## config.mk

```make
export PLATFORM = sky130hd
export DESIGN_NAME = sar_adc_ctrl
export DESIGN_NICKNAME = d
export VERILOG_FILES = /design/src/rtl/sar_adc_ctrl_pkg.sv /design/src/rtl/adc_settle_timer.sv /design/src/rtl/sar_adc_ctrl.sv
export SDC_FILE = /design/constraint.sdc
export NUM_CORES = 1
export LEC_CHECK = 0
export ABC_AREA = 1
export CORE_UTILIZATION = 52
export CTS_CLUSTER_DIAMETER = 30
export DETAILED_ROUTE_END_ITERATION = 6
export PLACE_DENSITY = 0.86
export SYNTH_ARGS = -nofsm -noshare
export SYNTH_HDL_FRONTEND = slang
export SYNTH_SLANG_ARGS = --single-unit
```

## constraint.sdc

```tcl
create_clock -name wb_clk_i -period 2.2 [get_ports wb_clk_i]
set_input_delay 0.66 -clock wb_clk_i [delete_from_list [all_inputs] [get_ports wb_clk_i]]
set_output_delay 0.66 -clock wb_clk_i [all_outputs]
set_load 0.01 [all_outputs]
```

## src/rtl/sar_adc_ctrl_pkg.sv

```systemverilog
// Shared definitions for the crossbar column readout and the DAC sequencer.
// Holds the conversion FSM state encodings, the default widths, and a sizing helper.
// No ports; import with "import sar_adc_ctrl_pkg::*;".
package sar_adc_ctrl_pkg;

  // The DAC sequencer decodes these same values, so keep them fixed.
  typedef enum logic [1:0] {
    ST_IDLE   = 2'd0,
    ST_SAMPLE = 2'd1,
    ST_CONV   = 2'd2,
    ST_DONE   = 2'd3
  } adc_state_t;

  localparam int DEF_N_BITS        = 8;
  localparam int DEF_N_CH          = 4;
  localparam int DEF_SAMPLE_CYCLES = 2;
  localparam int DEF_SETTLE_CYCLES = 2;

  // Width of a down-counter that can be loaded with the larger of two cycle counts.
  function automatic int cnt_width(input int a, input int b);
    int m;
    m = (a > b) ? a : b;
    return (m < 1) ? 1 : $clog2(m + 1);
  endfunction

endpackage

```

## src/rtl/adc_settle_timer.sv

```systemverilog
// Loadable down-counter that times the track/hold and per-bit settle windows.
// Latency: done is high in the last cycle of a window of load_val cycles, starting in the cycle after load.
// Backpressure: none; a load restarts the count.
// Ports: clk, rst (sync, active-high), load/load_val (start a window), done (last cycle of window).
module adc_settle_timer #(
  parameter int W = 2
) (
  input  logic         clk,
  input  logic         rst,
  input  logic         load,
  input  logic [W-1:0] load_val,
  output logic         done
);

  logic [W-1:0] cnt;

  // cnt counts the cycles left in the window, including the current one.
  always_ff @(posedge clk) begin
    if (rst) begin
      cnt <= '0;
    end else if (load) begin
      cnt <= load_val;
    end else if (cnt != '0) begin
      cnt <= cnt - W'(1);
    end
  end

  assign done = (cnt == W'(1));

endmodule

```

## src/rtl/sar_adc_ctrl.sv

```systemverilog
// SAR readout of one crossbar column per start: track/hold, then an N_BITS binary search using the reference DAC.
// Latency: valid_o is high in the cycle after edge E+SAMPLE_CYCLES+N_BITS*SETTLE_CYCLES, where E is the accepting edge.
// Backpressure: none; start_i is accepted only in IDLE/DONE, and a start seen while busy is dropped.
// Ports: wb_clk_i/wb_rst_i (sync, active-high); start_i/ch_i request; cmp_i comparator;
//        mux_sel_o/sample_o/trial_o analog controls; busy_o; valid_o/data_o/ch_o result (all registered).
module sar_adc_ctrl
  import sar_adc_ctrl_pkg::*;
#(
  parameter int N_BITS        = DEF_N_BITS,
  parameter int N_CH          = DEF_N_CH,
  parameter int SAMPLE_CYCLES = DEF_SAMPLE_CYCLES,
  parameter int SETTLE_CYCLES = DEF_SETTLE_CYCLES
) (
`ifdef USE_POWER_PINS
  inout  wire                      vccd1,
  inout  wire                      vssd1,
`endif
  input  logic                     wb_clk_i,
  input  logic                     wb_rst_i,
  input  logic                     start_i,
  input  logic [$clog2(N_CH)-1:0]  ch_i,
  input  logic                     cmp_i,
  output logic [$clog2(N_CH)-1:0]  mux_sel_o,
  output logic                     sample_o,
  output logic [N_BITS-1:0]        trial_o,
  output logic                     busy_o,
  output logic                     valid_o,
  output logic [N_BITS-1:0]        data_o,
  output logic [$clog2(N_CH)-1:0]  ch_o
);

  localparam int CW = $clog2(N_CH);
  localparam int BW = (N_BITS > 1) ? $clog2(N_BITS) : 1;
  localparam int TW = cnt_width(SAMPLE_CYCLES, SETTLE_CYCLES);

  localparam logic [N_BITS-1:0] ONE      = N_BITS'(1);
  localparam logic [BW-1:0]     TOP_BIT  = BW'(N_BITS - 1);
  localparam logic [TW-1:0]     SMP_LOAD = TW'(SAMPLE_CYCLES);
  localparam logic [TW-1:0]     STL_LOAD = TW'(SETTLE_CYCLES);
  localparam logic [CW:0]       N_CH_W   = (CW+1)'(N_CH);

  adc_state_t          state, state_nxt;
  logic [N_BITS-1:0]   result, res_nxt;
  logic [BW-1:0]       bit_idx, idx_nxt;
  logic [CW-1:0]       mux_nxt, cho_nxt, ch_wrap;
  logic [CW:0]         ch_ext;
  logic [N_BITS-1:0]   trial_nxt, data_nxt;
  logic                sample_nxt, busy_nxt, valid_nxt;
  logic                tmr_load, tmr_done;
  logic [TW-1:0]       tmr_val;

  adc_settle_timer #(.W(TW)) u_timer (
    .clk      (wb_clk_i),
    .rst      (wb_rst_i),
    .load     (tmr_load),
    .load_val (tmr_val),
    .done     (tmr_done)
  );

  // ch_i is clog2(N_CH) bits wide, so it is always below 2*N_CH.
  // A single conditional subtract is therefore the full modulo.
  always_comb begin
    ch_ext = {1'b0, ch_i};
    if (ch_ext >= N_CH_W) begin
      ch_ext = ch_ext - N_CH_W;
    end
    ch_wrap = ch_ext[CW-1:0];
  end

  always_ff @(posedge wb_clk_i) begin
    if (wb_rst_i) begin
      state     <= ST_IDLE;
      result    <= '0;
      bit_idx   <= '0;
      mux_sel_o <= '0;
      sample_o  <= 1'b0;
      trial_o   <= '0;
      busy_o    <= 1'b0;
      valid_o   <= 1'b0;
      data_o    <= '0;
      ch_o      <= '0;
    end else begin
      state     <= state_nxt;
      result    <= res_nxt;
      bit_idx   <= idx_nxt;
      mux_sel_o <= mux_nxt;
      sample_o  <= sample_nxt;
      trial_o   <= trial_nxt;
      busy_o    <= busy_nxt;
      valid_o   <= valid_nxt;
      data_o    <= data_nxt;
      ch_o      <= cho_nxt;
    end
  end

  always_comb begin
    state_nxt  = state;
    res_nxt    = result;
    idx_nxt    = bit_idx;
    mux_nxt    = mux_sel_o;
    sample_nxt = 1'b0;
    trial_nxt  = '0;
    busy_nxt   = 1'b0;
    valid_nxt  = 1'b0;
    data_nxt   = data_o;
    cho_nxt    = ch_o;
    tmr_load   = 1'b0;
    tmr_val    = '0;

    case (state)
      ST_IDLE, ST_DONE: begin
        // DONE accepts a start directly, giving back-to-back conversions with no idle cycle.
        if (start_i) begin
          state_nxt  = ST_SAMPLE;
          mux_nxt    = ch_wrap;
          sample_nxt = 1'b1;
          busy_nxt   = 1'b1;
          res_nxt    = '0;
          idx_nxt    = TOP_BIT;
          tmr_load   = 1'b1;
          tmr_val    = SMP_LOAD;
        end else begin
          state_nxt = ST_IDLE;
        end
      end

      ST_SAMPLE: begin
        busy_nxt = 1'b1;
        if (tmr_done) begin
          state_nxt = ST_CONV;
          trial_nxt = ONE << (N_BITS - 1);
          tmr_load  = 1'b1;
          tmr_val   = STL_LOAD;
        end else begin
          sample_nxt = 1'b1;
        end
      end

      ST_CONV: begin
        busy_nxt  = 1'b1;
        trial_nxt = trial_o;
        // cmp_i is read only on the last settle cycle of each bit.
        // Any value it carries during other cycles cannot reach state.
        if (tmr_done) begin
          res_nxt[bit_idx] = cmp_i;
          if (bit_idx == '0) begin
            state_nxt = ST_DONE;
            busy_nxt  = 1'b0;
            trial_nxt = '0;
            valid_nxt = 1'b1;
            data_nxt  = res_nxt;
            cho_nxt   = mux_sel_o;
          end else begin
            idx_nxt   = bit_idx - BW'(1);
            trial_nxt = res_nxt | (ONE << idx_nxt);
            tmr_load  = 1'b1;
            tmr_val   = STL_LOAD;
          end
        end
      end

      default: state_nxt = ST_IDLE;
    endcase
  end

endmodule
```

# Word level (Yosys, flattened, before mapping)
# Cells that the tools add are included.
[totals] regBits=38 input_bits=6 out_inout_bits=23 word_cells=77
[op_classes] n_addsub=2 order_cmp=2 n_eq_ne=9 n_shift=1 muxes=36 n_bitwise=3 reduce_logical=13
[ops] operator="$mux W8" count=5
[ops] operator="$pmux W8 S2" count=2
[ops] operator="$mux W2" count=9
[ops] operator="$pmux W2 S3" count=2
[ops] operator="$ne A2 B2 Y1 const B" count=5
[ops] operator="$mux W1" count=9
[ops] operator="$mux W3" count=3
[ops] operator="$reduce_and A3 Y1" count=3
[ops] operator="$bwmux W8" count=1
[ops] operator="$or A8 B8 Y8" count=1
[ops] operator="$shl A1 B3 Y8 const A" count=1
[ops] operator="$pmux W1 S3" count=2
[ops] operator="$pmux W3 S2" count=1
[ops] operator="$reduce_bool A2 Y1" count=3
[ops] operator="$eq A2 B1 Y1 const B" count=2
[ops] operator="$eq A2 B2 Y1 const B" count=2
[ops] operator="$lt A3 B4 Y1 const B" count=1
[ops] operator="$reduce_and A4 Y1" count=1
[ops] operator="$demux W1 S3" count=1
[ops] operator="$ge A3 B1 Y1 const B" count=1
[ops] operator="$logic_not A3 Y1" count=1
[ops] operator="$reduce_or A3 Y1" count=1
[ops] operator="$sub A3 B1 Y3 const B" count=1
[ops] operator="$logic_not A2 Y1" count=1
[ops] operator="other kinds (6)" count=7

# Logic depth before layout (Yosys ltp)
[logic_depth] depth_word=9 mapped_depth=10 ltp_nobuf=9

# Hierarchy
# A second synthesis with hierarchy kept.
[hier_totals] cells_unflattened=276 area_unflattened_um2=1906.8
[by_module_without_submodules] module="sar_adc_ctrl" n_inst=1 cells_per_inst=254 area_each_um2=1766.7 seq_area_each_um2=720.7
[by_module_without_submodules] module="adc_settle_timer" n_inst=1 cells_per_inst=22 area_each_um2=140.1 seq_area_each_um2=40.0

# Least setup slack after synthesis
# OpenSTA, ideal clock, no wires.
[synth_path] path_kind="flip-flop to flip-flop" start="reg bit_idx[0]" end="reg data_o[3]" setup_ns=0.116 t_arrival_ns=1.434 t_required_ns=2.084 setup_slack_ns=0.650 stages_incl_launch_ff=10 n_path_buf=1 synth_period_minus_slack_ns=1.550 cell_sequence="dfxtp_1 > inv_1 > ha_1 > inv_1 > nor2_4 > nand3_2 > inv_2 > buf_4 > o21ai_0 > nor2_1"
[synth_via] elab_chain_cells=5 word_cells_on_any_way=8 cone_classes="order compare (2); mux (3); reduce/logical (3)"
[synth_lines] element="from (decl)" line_no="sar_adc_ctrl.sv:44" text="logic [BW-1:0] bit_idx, idx_nxt;"
[synth_lines] element="from (signal assigned)" line_no="sar_adc_ctrl.sv:85" text="bit_idx <= idx_nxt;"
[synth_lines] element="$lt A3 B4 Y1 (not written as such) / $ge A3 B1 Y1 (equally long branches)" line_no="sar_adc_ctrl.sv:145" text="res_nxt[bit_idx] = cmp_i;"
[synth_lines] element="$logic_and A1 B1 Y1 (not written as such)" line_no="sar_adc_ctrl.sv:145"
[synth_lines] element="$mux W1 (not written as such)" line_no="sar_adc_ctrl.sv:145"
[synth_lines] element="$demux W1 S3" line_no="sar_adc_ctrl.sv:145"
[synth_lines] element="$bwmux W8" line_no="sar_adc_ctrl.sv:145"
[synth_lines] element="to (signal assigned)" line_no="sar_adc_ctrl.sv:91" text="data_o <= data_nxt;"
[synth_lines] element="to (decl)" line_no="sar_adc_ctrl.sv:28" text="output logic [N_BITS-1:0] data_o,"
# Parallel ways exist; a longest one is shown, timed or not.
# A chain may end at the register's enable or synchronous reset.

# Worst setup path in the final report
[layout_path] start="reg mux_sel_o[1]" end="out mux_sel_o[1]"
[layout_rtl] element="from (decl)" line_no="sar_adc_ctrl.sv:23" text="output logic [$clog2(N_CH)-1:0] mux_sel_o,"
[layout_rtl] element="from (signal assigned)" line_no="sar_adc_ctrl.sv:86" text="mux_sel_o <= mux_nxt;"
# No word-level cell between the ends.

==> flow_results.xml <==
<?xml version="1.0" encoding="UTF-8"?>
<metrics>
  <group name="status">
    <metric name="run_status" unit="">completed</metric>
  </group>
  <group name="setup_path">
    <metric name="cp-end-kind" unit="">output port</metric>
    <metric name="crit_path_max_delay_family" unit="">buffers and inverters</metric>
    <metric name="critical_path.max_stage_delay" unit="ns">0.55</metric>
    <metric name="timing.critical_path.cells" unit="">clkdlybuf4s50_1</metric>
    <metric name="criticalPathCategory" unit="">flop to output port</metric>
    <metric name="crit_slowest_cell" unit="">sky130_fd_sc_hd__clkdlybuf4s50_1</metric>
    <metric name="critical_path_arrival" unit="ns">1.27</metric>
    <metric name="cp_buf_inv_count" unit="">1</metric>
    <metric name="critical_path_maximum_fanout" unit="">3</metric>
    <metric name="cp.required" unit="ns">1.54</metric>
    <metric name="cp-start-kind" unit="">flop</metric>
  </group>
  <group name="routing">
    <metric name="num_vias" unit="">1709</metric>
    <metric name="post_drt_wl_per_cell" unit="um">12.3</metric>
    <metric name="drt.antenna.violating_nets" unit="">0</metric>
    <metric name="first_pass_iters" unit="">4</metric>
    <metric name="routed_via_density" unit="">5.29</metric>
    <metric name="drc_errors" unit="">0</metric>
    <metric name="detail_route.wirelength" unit="mm">3.98</metric>
    <metric name="drt-initial-drc-count" unit="">79</metric>
  </group>
  <group name="global_routing">
    <metric name="grt_util_all_layers" unit="%">24.6</metric>
    <metric name="pin_count_of_the_biggest_net_entering_global_routing" unit="">22</metric>
    <metric name="grt_first_pass_wirelength" unit="mm">6.51</metric>
    <metric name="number_of_antenna_violations_at_the_first_check_in_global_routing" unit="">0</metric>
    <metric name="grt_pass1_vias" unit="">1438</metric>
    <metric name="grt-ovfl-total" unit="">0</metric>
  </group>
  <group name="synth">
    <metric name="yosysUniqueCellTypes" unit="">27</metric>
    <metric name="yosys_register_bits" unit="">38</metric>
    <metric name="netlist_top_cells_count" unit="">sky130_fd_sc_hd__nand2_1 (63), sky130_fd_sc_hd__dfxtp_1 (38), sky130_fd_sc_hd__o21ai_0 (25)</metric>
    <metric name="synthesis.nets" unit="">264</metric>
    <metric name="yosys.area.top_type" unit="">sky130_fd_sc_hd__dfxtp_1</metric>
    <metric name="synthMostInstantiatedCell" unit="">sky130_fd_sc_hd__nand2_1</metric>
    <metric name="synth_top_cells_by_area" unit="">sky130_fd_sc_hd__dfxtp_1 (42%), sky130_fd_sc_hd__nand2_1 (13%), sky130_fd_sc_hd__ha_1 (8.3%)</metric>
    <metric name="async_flop_share" unit="%">0</metric>
    <metric name="synth-warning-count" unit="">0</metric>
    <metric name="ys.flop_type" unit="">sky130_fd_sc_hd__dfxtp_1</metric>
    <metric name="part_of_the_yosys_area_used_for_sequential_elements" unit="%">42.0</metric>
    <metric name="average_footprint_of_a_synthesized_cell" unit="um2">7.36</metric>
    <metric name="post_synth_edffs" unit="">0</metric>
    <metric name="gate_count_post_synth" unit="">246</metric>
    <metric name="yosys.area.top_type_share" unit="%">42.0</metric>
    <metric name="mapped_area" unit="um2">1810</metric>
  </group>
  <group name="floorplanning">
    <metric name="fp.dieW" unit="um">61.0</metric>
    <metric name="die_area" unit="um2">3720</metric>
    <metric name="core_region_area" unit="um2">3340</metric>
    <metric name="vert_die_dim" unit="um">61.0</metric>
    <metric name="io_pins" unit="">29</metric>
    <metric name="initial_utilization" unit="%">54.3</metric>
    <metric name="placement_rows" unit="">21</metric>
  </group>
  <group name="layout">
    <metric name="final_nets" unit="">294</metric>
    <metric name="post_route_cells_drive_above_1_share" unit="%">7.22</metric>
    <metric name="final.fill_count" unit="">287</metric>
    <metric name="area_growth_synth_to_finish" unit="%">20.4</metric>
    <metric name="insertedDiodeCount" unit="">0</metric>
  </group>
  <group name="clock_network">
    <metric name="postCtsSetupBuffers" unit="">0</metric>
    <metric name="clk_path_buf_depth" unit="">2</metric>
    <metric name="post_cts_resize_count" unit="">0</metric>
    <metric name="post_cts_hold_buffer_count" unit="">0</metric>
    <metric name="clk_pin_slew_worst_paths" unit="ns">0.10</metric>
    <metric name="cts_tree" unit="">yes</metric>
    <metric name="cts_buffers" unit="">5</metric>
    <metric name="clk_latency" unit="ns">0.35</metric>
    <metric name="clock_sinks" unit="">38</metric>
    <metric name="clk_root_buffer_cell" unit="">sky130_fd_sc_hd__clkbuf_4</metric>
    <metric name="cts-htree-levels" unit="">2</metric>
  </group>
  <group name="timing">
    <metric name="setup_viol" unit="">0</metric>
    <metric name="worst_pin_slew" unit="ns">0.475</metric>
    <metric name="setup_repair_after_global_routing_missed_its_margin" unit="">no</metric>
    <metric name="final_min_period_over_clock_period" unit="%">87.9</metric>
    <metric name="finalSetupTns" unit="ns">0</metric>
    <metric name="holdWs" unit="ns">0.472</metric>
    <metric name="final_max_slew_viol_count" unit="">0</metric>
    <metric name="worst_clock_skew" unit="ns">0.00994</metric>
    <metric name="fin_crit" unit="ns">1.93</metric>
    <metric name="maxClockFrequency" unit="MHz">517</metric>
    <metric name="max-slew-margin-rel" unit="%">68.3</metric>
    <metric name="timing.final.hold_violations" unit="">0</metric>
  </group>
  <group name="min_path">
    <metric name="min_path_type" unit="">flop to flop</metric>
  </group>
  <group name="place">
    <metric name="gp_congestion" unit="">0.872</metric>
    <metric name="port_buffers" unit="">28</metric>
    <metric name="hpwlAfterDp" unit="mm">2.93</metric>
  </group>
  <group name="run">
    <metric name="max_cap_viol_count" unit="">0</metric>
  </group>
  <group name="pwr">
    <metric name="p_per_area" unit="nW/um2">1020</metric>
    <metric name="vdd.ir_drop.worst" unit="mV">0.567</metric>
    <metric name="total_leakage_power" unit="uW">0.000912</metric>
  </group>
</metrics>
-- layer usage --
layer | up-vias | track usage [%] | routed length [um]
met1 | 787 | 31.1 | 1810
met5 | - | 0 | 0
met4 | 0 | 12.0 | 80
met3 | 7 | 6.30 | 206
li1 | 865 | - | -
met2 | 50 | 39.1 | 1890
-- kinds of logic (layout without fill, tap and decap cells) --
group / Yosys count / after routing / share of synthesized area, %
simple gates: 101 / 101 / 23.5
flops: 38 / 38 / 42.0
buf+inv: 35 / 66 / 8.15
fa+ha+maj: 12 / 12 / 8.29
compound gates: 60 / 60 / 18.1
-- through the flow --
stage	total power [uW]	std cells	instance area [um2]	setup WS, ns	utilization [%]
2_1_floorplan	1610	246	1810	0.651	-
3_3_place_gp	1820	315	2120	0.166	63.6
3_5_place_dp	1850	315	2120	0.149	63.6
4_1_cts	2230	323	2180	0.243	65.4
5_1_grt	2420	323	2180	0.196	65.4
6_report	2230	323	2180	0.266	65.4
-- where the power goes --
group | switching (uW) | internal (uW)
clock network | 221 | 155
registers | 93.9 | 781
logic | 633 | 345
total | 948 | 1280
-- state kept, by name, indices dropped and copies added (netlist names), 2 cells and up --
| signal | count |
|---|---|
| u_timer.cnt | 2 |
| result | 8 |
| state | 2 |
| mux_sel_o | 2 |
| trial_o | 8 |
| ch_o | 2 |
| data_o | 8 |
| bit_idx | 3 |
-- area by class of cell --
| class | instances | area [um2] | area share, % |
|---|---|---|---|
| Clock buffer | 7 | 55.1 | 2.52 |
| Inverter | 28 | 105 | 4.82 |
| Multi-Input combinational cell | 173 | 903 | 41.4 |
| Timing Repair Buffer | 30 | 295 | 13.5 |
| Tap cell | 46 | 57.6 | 2.64 |
| Sequential cell | 38 | 761 | 34.9 |
| Clock inverter | 1 | 5.00 | 0.229 |
-- cell usage in the layout, fill, tap and decap left out, drive strengths merged --
cell type,instances
a211oi,1
a21oi,25
a311oi,1
a31oi,2
buf,2
clkbuf,7
clkdlybuf4s50,28
clkinv,1
dfxtp,38
ha,12
inv,28
nand2,64
nand3,9
nand4,1
nor2,22
nor3,5
o211ai,3
o21ai,28
-- final timing paths --
check             slack, ns  depth (start not counted)            to          from
setup / recovery       0.27                          1  mux_sel_o[1]  mux_sel_o[1]
hold / removal         0.47                          2     result[7]     result[7]
setup reg to reg       0.36                          9    trial_o[5]    bit_idx[1]
hold reg to reg        0.47                          2     result[7]     result[7]
(Power assumes the default switching activity.)
